**src/rtl/serial_subtractor_pkg.sv**
```systemverilog
// Shared definitions for the bit-serial subtractor: state encoding and default width.
package serial_subtractor_pkg;

    localparam int DEFAULT_WIDTH = 8;

    typedef enum logic [1:0] {
        S_IDLE = 2'd0,
        S_RUN  = 2'd1,
        S_DONE = 2'd2
    } state_t;

endpackage

```
**src/rtl/serial_subtractor_if.sv**
```systemverilog
// Start/ready/done handshake plus operand and result bus of the serial subtractor.
interface serial_subtractor_if
    import serial_subtractor_pkg::*;
#(
    parameter int WIDTH = DEFAULT_WIDTH
) ();

    logic             start;
    logic [WIDTH-1:0] a;
    logic [WIDTH-1:0] b;
    logic             bin;
    logic             ready;
    logic             done;
    logic [WIDTH-1:0] diff;
    logic             bout;
    logic             ovf;

    // The sequencer issuing operations.
    modport master (
        output start, a, b, bin,
        input  ready, done, diff, bout, ovf
    );

    // The subtractor serving them.
    modport slave (
        input  start, a, b, bin,
        output ready, done, diff, bout, ovf
    );

endinterface

```
**src/rtl/half_subtractor.sv**
```systemverilog
// Half-subtractor: d = x - y, borrow when x=0 and y=1.
module half_subtractor (
    input  logic x,
    input  logic y,
    output logic d,
    output logic bo
);

    assign d  = x ^ y;
    assign bo = ~x & y;

endmodule

```
**src/rtl/serial_subtractor.sv**
```systemverilog
// Bit-serial subtractor computing a - b - bin LSB first, one bit per clock,
// with a registered borrow feeding a full-subtractor built from two half-subtractors.
module serial_subtractor
    import serial_subtractor_pkg::*;
#(
    parameter  int WIDTH = DEFAULT_WIDTH,
    localparam int CNT_W = $clog2(WIDTH + 1)
) (
    input logic                clk,
    input logic                rst_n,
    serial_subtractor_if.slave bus
);

    state_t           state;
    logic [WIDTH-1:0] a_sh;
    logic [WIDTH-1:0] b_sh;
    logic [WIDTH-2:0] r_sh;
    logic [WIDTH-1:0] r_cat;
    logic [CNT_W-1:0] cnt;
    logic             br;
    logic             a_msb;
    logic             b_msb;
    logic             d_ab;
    logic             bo_ab;
    logic             d_bit;
    logic             bo_br;
    logic             br_next;
    logic             last_bit;

    half_subtractor u_hs_ab (
        .x  (a_sh[0]),
        .y  (b_sh[0]),
        .d  (d_ab),
        .bo (bo_ab)
    );

    half_subtractor u_hs_br (
        .x  (d_ab),
        .y  (br),
        .d  (d_bit),
        .bo (bo_br)
    );

    assign br_next  = bo_ab | bo_br;
    // Result register holds the WIDTH-1 bits already produced; the bit being
    // computed completes the word on the final edge.
    assign r_cat    = {d_bit, r_sh};
    assign last_bit = (cnt == CNT_W'(WIDTH - 1));

    always_ff @(posedge clk) begin
        if (!rst_n) begin
            state     <= S_IDLE;
            bus.ready <= 1'b1;
            bus.done  <= 1'b0;
            bus.diff  <= '0;
            bus.bout  <= 1'b0;
            bus.ovf   <= 1'b0;
            a_sh      <= '0;
            b_sh      <= '0;
            r_sh      <= '0;
            cnt       <= '0;
            br        <= 1'b0;
            a_msb     <= 1'b0;
            b_msb     <= 1'b0;
        end else begin
            case (state)
                S_IDLE: begin
                    bus.done <= 1'b0;
                    if (bus.start) begin
                        a_sh      <= bus.a;
                        b_sh      <= bus.b;
                        br        <= bus.bin;
                        a_msb     <= bus.a[WIDTH-1];
                        b_msb     <= bus.b[WIDTH-1];
                        cnt       <= '0;
                        bus.ready <= 1'b0;
                        state     <= S_RUN;
                    end
                end
                S_RUN: begin
                    a_sh <= a_sh >> 1;
                    b_sh <= b_sh >> 1;
                    r_sh <= r_cat[WIDTH-1:1];
                    br   <= br_next;
                    cnt  <= cnt + 1'b1;
                    if (last_bit) begin
                        bus.diff <= r_cat;
                        bus.bout <= br_next;
                        // Signed overflow uses only the operand MSBs; bin is excluded.
                        bus.ovf  <= (a_msb != b_msb) & (d_bit != a_msb);
                        bus.done <= 1'b1;
                        state    <= S_DONE;
                    end
                end
                S_DONE: begin
                    bus.done  <= 1'b0;
                    bus.ready <= 1'b1;
                    state     <= S_IDLE;
                end
                default: begin
                    bus.done  <= 1'b0;
                    bus.ready <= 1'b1;
                    state     <= S_IDLE;
                end
            endcase
        end
    end

endmodule

```
**src/flat_wrapper.sv**
```systemverilog
// flat-port wrapper written by rule: the top's interface ports become plain ports
module serial_subtractor_flat import serial_subtractor_pkg::*;
#(
    parameter  int WIDTH = DEFAULT_WIDTH,
    localparam int CNT_W = $clog2(WIDTH + 1)
)
  (clk, rst_n, bus_start, bus_a, bus_b, bus_bin, bus_ready, bus_done, bus_diff, bus_bout, bus_ovf);
  serial_subtractor_if #(.WIDTH(WIDTH)) bus_i ();
  input logic clk;
  input logic rst_n;
  input wire logic [$bits(bus_i.start)-1:0] bus_start;
  input wire logic [$bits(bus_i.a)-1:0] bus_a;
  input wire logic [$bits(bus_i.b)-1:0] bus_b;
  input wire logic [$bits(bus_i.bin)-1:0] bus_bin;
  output wire logic [$bits(bus_i.ready)-1:0] bus_ready;
  output wire logic [$bits(bus_i.done)-1:0] bus_done;
  output wire logic [$bits(bus_i.diff)-1:0] bus_diff;
  output wire logic [$bits(bus_i.bout)-1:0] bus_bout;
  output wire logic [$bits(bus_i.ovf)-1:0] bus_ovf;
  assign bus_i.start = bus_start;
  assign bus_i.a = bus_a;
  assign bus_i.b = bus_b;
  assign bus_i.bin = bus_bin;
  assign bus_ready = bus_i.ready;
  assign bus_done = bus_i.done;
  assign bus_diff = bus_i.diff;
  assign bus_bout = bus_i.bout;
  assign bus_ovf = bus_i.ovf;
  serial_subtractor #(.WIDTH(WIDTH)) u_core (.clk(clk), .rst_n(rst_n), .bus(bus_i));
endmodule
```
**config.mk**
```make
export PLATFORM = sky130hd
export DESIGN_NAME = serial_subtractor_flat
export DESIGN_NICKNAME = d
export VERILOG_FILES = /design/src/rtl/serial_subtractor_pkg.sv /design/src/rtl/serial_subtractor_if.sv /design/src/rtl/half_subtractor.sv /design/src/rtl/serial_subtractor.sv /design/src/flat_wrapper.sv
export SDC_FILE = /design/constraint.sdc
export NUM_CORES = 1
export LEC_CHECK = 0
export CORE_ASPECT_RATIO = 1.5
export CORE_MARGIN = 5
export CORE_UTILIZATION = 40
export CTS_BUF_LIST = sky130_fd_sc_hd__clkbuf_16
export DETAILED_ROUTE_END_ITERATION = 8
export HOLD_SLACK_MARGIN = 0.08
export PLACE_DENSITY = 0.73
export SLEW_MARGIN = 20
export SYNTH_ARGS = -nofsm -noshare
export SYNTH_HDL_FRONTEND = slang
export SYNTH_SLANG_ARGS = --single-unit
```
**constraint.sdc**
```tcl
create_clock -name clk -period 2.89 [get_ports clk]
set_input_delay 0.289 -clock clk [delete_from_list [all_inputs] [get_ports clk]]
set_output_delay 0.289 -clock clk [all_outputs]
set_load 0.03 [all_outputs]
```
Word-level counts from Yosys, hierarchy flattened
Index checks and enable logic that the tools add are counted.
- input bits: 20
- register bits: 44
- output and inout port bits: 12
- logic and storage cells: 50
- mux-type cells: 13
- bitwise operators: 9
- reduce and logical (&&, ||, !) cells: 8
- add/subtract/negate cells: 1
- eq/ne operators: 6
- operator list (operator ; number):
    $pmux W8 S2 ; 2
    $mux W8 ; 2
    $reduce_and A2 Y1 ; 6
    $pmux W4 S2 ; 1
    $add A4 B1 Y4 const B ; 1
    $eq A4 B3 Y1 const B ; 1
    $mux W2 ; 2
    $mux W4 ; 1
    $pmux W1 S2 ; 2
    $pmux W2 S2 ; 1
    $and A1 B1 Y1 ; 3
    $not A1 Y1 ; 3
    $eq A2 B1 Y1 const B ; 1
    $logic_not A2 Y1 ; 1
    $mux W1 ; 2
    $ne A1 B1 Y1 ; 2
    $ne A2 B1 Y1 const B ; 1
    $ne A2 B2 Y1 const B ; 1
    $reduce_bool A2 Y1 ; 1
    $xor A1 B1 Y1 ; 2
    $or A1 B1 Y1 ; 1

Depth between registers and ports, before layout
- depth in word-level cells: 5
- mapped depth: 5

By module
A second synthesis with hierarchy kept.
- cell total of the unflattened synthesis: 220
- area total of the unflattened synthesis: 1811.7 µm²
- modules (own cells, without submodules) (module ; cells each ; area an instance (µm²) ; times used):
    serial_subtractor ; 214 ; 1771.7 ; 1
    half_subtractor ; 3 ; 20.0 ; 2

Worst setup path after synthesis
No wires, ideal clock.
- path kind: flip-flop to flip-flop
- from: reg u_core.b_sh[0]
- to: reg u_core.bus.ovf
- library setup time: 59 ps
- data required time: 2831 ps
- buffers on the path: 0
- stages on the path, launching flop included: 6
- setup slack: 1346 ps
- arrival: 1485 ps
- cell sequence: dfxtp_1 inv_1 fa_1 or3b_1 o2111ai_1 o211a_1
- longest elaborated chain between the ends: 4
- ends and longest elaborated chain (item ; RTL line ; RTL):
    start: declaration ; serial_subtractor.sv:16 ; logic [WIDTH-1:0] b_sh;
    start signal: assignment ; serial_subtractor.sv:71 ; b_sh <= bus.b;
    start signal: assignment ; serial_subtractor.sv:82 ; b_sh <= b_sh >> 1;
    $xor A1 B1 Y1 (2 in a row) ; half_subtractor.sv:9 ; assign d = x ^ y;
    via u_core.d_bit ; serial_subtractor.sv:25 ; logic d_bit;
    $ne A1 B1 Y1 ; serial_subtractor.sv:90 ; bus.ovf <= (a_msb != b_msb) & (d_bit != a_msb);
    $and A1 B1 Y1 ; serial_subtractor.sv:90 ;
    end signal: assignment ; serial_subtractor.sv:90 ;
    end: declaration ; serial_subtractor_if.sv:27 ; output ready, done, diff, bout, ovf
The timed path passes the listed nets, and every way through them passes these cells.
A chain may end at the register's enable or synchronous reset.

Worst setup path after layout
- from: in bus_start
- to: reg u_core.a_msb
- longest elaborated chain between the ends: 1
- ends and longest elaborated chain (item ; RTL line ; RTL):
    start: declaration ; flat_wrapper.sv:11 ; input wire logic [$bits(bus_i.start)-1:0] bus_start;
    $reduce_and A2 Y1 (no source line) ; - ;
    end signal: assignment ; serial_subtractor.sv:73 ; a_msb <= bus.a[WIDTH-1];
    end: declaration ; serial_subtractor.sv:21 ; logic a_msb;
Every way passes these cells.

==> metrics.csv <==
metric;value;unit
run status;complete, no violations;
die area;0.006330;sq mm
Worst slew margin;39.09;%
critical path class;in -> reg;
Post-Syn Area;0.001926;sq mm
Worst Setup End Kind;register;
max-cap violations;0;
Worst Max-Slew Pin Slew;0.9109;ns
Period minus WS final;1.845;ns
main flop type after synthesis;dfxtp_1;
critical path's largest stage delay;1.07;ns
buffers added on ports;31;
Hold Crit Class;reg -> reg;
HPWL after DPL;2813;um
CP startpoint;bus_start;
biggest area consumer among synthesized cells;dfxtp_1;
number of synthesized register bits;44;
EDFF count, synth;0;
Pwr per Cell Area;584.1;mW/mm^2
largest net degree at the start of global routing;34;
# hold bufs at CTS;0;
worst skew pair latency;0.28;ns
Crit path depth;4;
Final Wtd Congestion;0.7399;
cell family with most CP delay;buffers and inverters;
non-filler cells, final;311;
IO Count;32;
via count;1685;
CTS tree;yes;
nets@finish;266;
Area Overhead vs Synth;26.32;%
Critical Path Source Type;primary input;
post-CTS sizing;0;
Hold Crit Depth;2;
post-DR vias/cell;5.418;
global-route wire length before repair;7452;um
fin crit share;63.83;%
CTS H-tree depth;2;
FP Rows;31;
sequential-to-total area share from yosys stat;45.74;%
worst hold slack;0.4655;ns
Post-Place Cells;303;
reg2reg end;u_core.bus.ovf;
initial antenna violation count;0;
clock sink total;44;
Reg2Reg Launch Point;u_core.b_sh[0];
CTS root buf;clkbuf_16;
Hold Fails Final Rpt;0;
post-CTS setup buffer count;0;
Reg2Reg Depth;5;
DRT Pass-1 Iters;4;
core area;0.004771;sq mm
# DRC;0;
top-area cell type share of the netlist area;45.74;%
Die Height;94.98;um
die width;66.65;um
Worst EP arrival;2.01;ns
# fillers;456;
Synth warnings;0;
post-synth cell types;37;
Initial Utilization;40.36;%
Synth Area per Inst;8.793;sq um
last element of the critical path;u_core.a_msb;
Post-DRT Antenna Nets;0;
CTS buffer count;5;
leakage power;0.0008625;uW
Final TNS setup;0;ns
grt total ovfl;0;
Bufs on Longest Clock Path;2;
clk slew on worst S/H paths;0.06;ns
ANT cells;0;
number of global-route vias before repair;1701;
layout cells sized above 1;5.714;%
worst-path fanout max;33;
worst path cell trace;clkdlybuf4s50_1, nor3b_2, mux2i_1, nor2_1;
setup ws final;1.045;ns
Syn Inst Count;219;
RSZ-0062 raised after global routing;no;
WP buf/inv;1;
routed wire length;4224;um
endpoints failing setup;0;
worst path required time;3.05;ns
syn_nets;241;
WL/cell;13.58;um
achievable clock frequency;0.5421;GHz
Synth area leaders;dfxtp_1, a21oi_1, or3b_1;
R2R setup slack;1.21;ns
maximum vdd ir drop;0.3271;mV
Final Skew;0.002446;ns
FFs w/ async S/R, synth;0;%
Util after Layout;50.98;%
Tot GR Track Use;15.02;%
max-slew violation count;0;
Setup WS pre-CTS;0.7619;ns
1st-iter DRT viols;122;
worst-path cell with the longest stage delay;clkdlybuf4s50_1;
[power breakdown]
group | switching, uW | internal (uW)
logic | 71.4 | 70.1
clock network | 220 | 403
registers | 22.3 | 635
[state kept, by name (all words and copies together) (netlist names)]
name,cells
u_core.a_msb,1
u_core.bus.done,1
u_core.b_msb,1
u_core.state,2
u_core.b_sh,8
u_core.bus.diff,8
u_core.r_sh,7
u_core.bus.ovf,1
u_core.br,1
u_core.bus.bout,1
u_core.cnt,4
u_core.bus.ready,1
u_core.a_sh,8
[synth_stat cells, types with 2 or more instances]
master and number:
a22o_1 2, buf_4 2, or3b_1 15, a21oi_1 32, nor3_1 2, nor2_1 7, buf_2 10, dfxtp_1 44
o21ai_0 19, nor2b_1 4, clkbuf_1 4, nand3_1 10, o221ai_1 14, nand2_1 19, a32o_1 2, inv_1 4
buf_1 2, mux2i_1 3, o21ai_1 6
[layout make-up]
class / count / area (sq um) / share of cell area (%)
Tap cell: 66 / 82.58 / 3.395
Multi-Input combinational cell: 151 / 934.6 / 38.43
Clock buffer: 5 / 125.1 / 5.144
Inverter: 6 / 22.52 / 0.9259
Clock inverter: 3 / 38.79 / 1.595
Timing Repair Buffer: 36 / 347.8 / 14.30
Sequential cell: 44 / 880.8 / 36.21
[layout by cell type (no fill, tap or decap), types with 4 or more instances in the layout]
cell type,count
nor2_1,7
o221ai_1,14
nand2_1,19
inv_1,5
clkbuf_16,5
o21ai_1,6
buf_4,5
clkdlybuf4s50_1,31
nor2b_1,4
nand3_1,10
or3b_1,15
dfxtp_1,44
a21oi_1,32
o21ai_0,19
[metrics by stage]
| step | power (uW) | cell area, sq um |
|---|---|---|
| after floorplan | 759.6 | 1926 |
| after global placement | 809.1 | 2268 |
| after detailed placement | 812.2 | 2268 |
| after CTS | 1434 | 2432 |
| after global routing | 1485 | 2432 |
| final | 1421 | 2432 |
[cells by family after synthesis]
family,Yosys count,synth area share (%)
AO/OA/AOI/OAI,83,26.45
AND/OR/NAND/NOR,63,18.84
multiplexers,3,1.560
flip-flops,44,45.74
buffers and inverters,24,5.717
adder cells (fa/ha/maj),2,1.689
[worst min path at each step]
stage | slack [ns] | start | end
floorplan | 0.44 | bus_a[7] | u_core.a_msb
global placement | 0.44 | u_core.r_sh[0] | u_core.r_sh[0]
detailed placement | 0.46 | u_core.r_sh[0] | u_core.r_sh[0]
CTS | 0.46 | u_core.r_sh[0] | u_core.r_sh[0]
global route | 0.49 | u_core.r_sh[0] | u_core.r_sh[0]
finish | 0.47 | u_core.r_sh[0] | u_core.r_sh[0]
[worst min-delay path: cells and delay by family (launching register included)]
kind               cells  cell delay, ns
AOI/OAI and AO/OA      1            0.06
and+or+nand+nor        1            0.05
DFF                    1            0.31
[per-layer routing]
metal  up-vias  routed length, um  track usage (%)
met3         5                196            3.929
met5         -                  0                0
met4         0                 36            5.424
met2        35               2177            26.66
met1       788               1813            16.94
li1        857                  -                -
No activity file was read; power rests on OpenSTA's default activity.
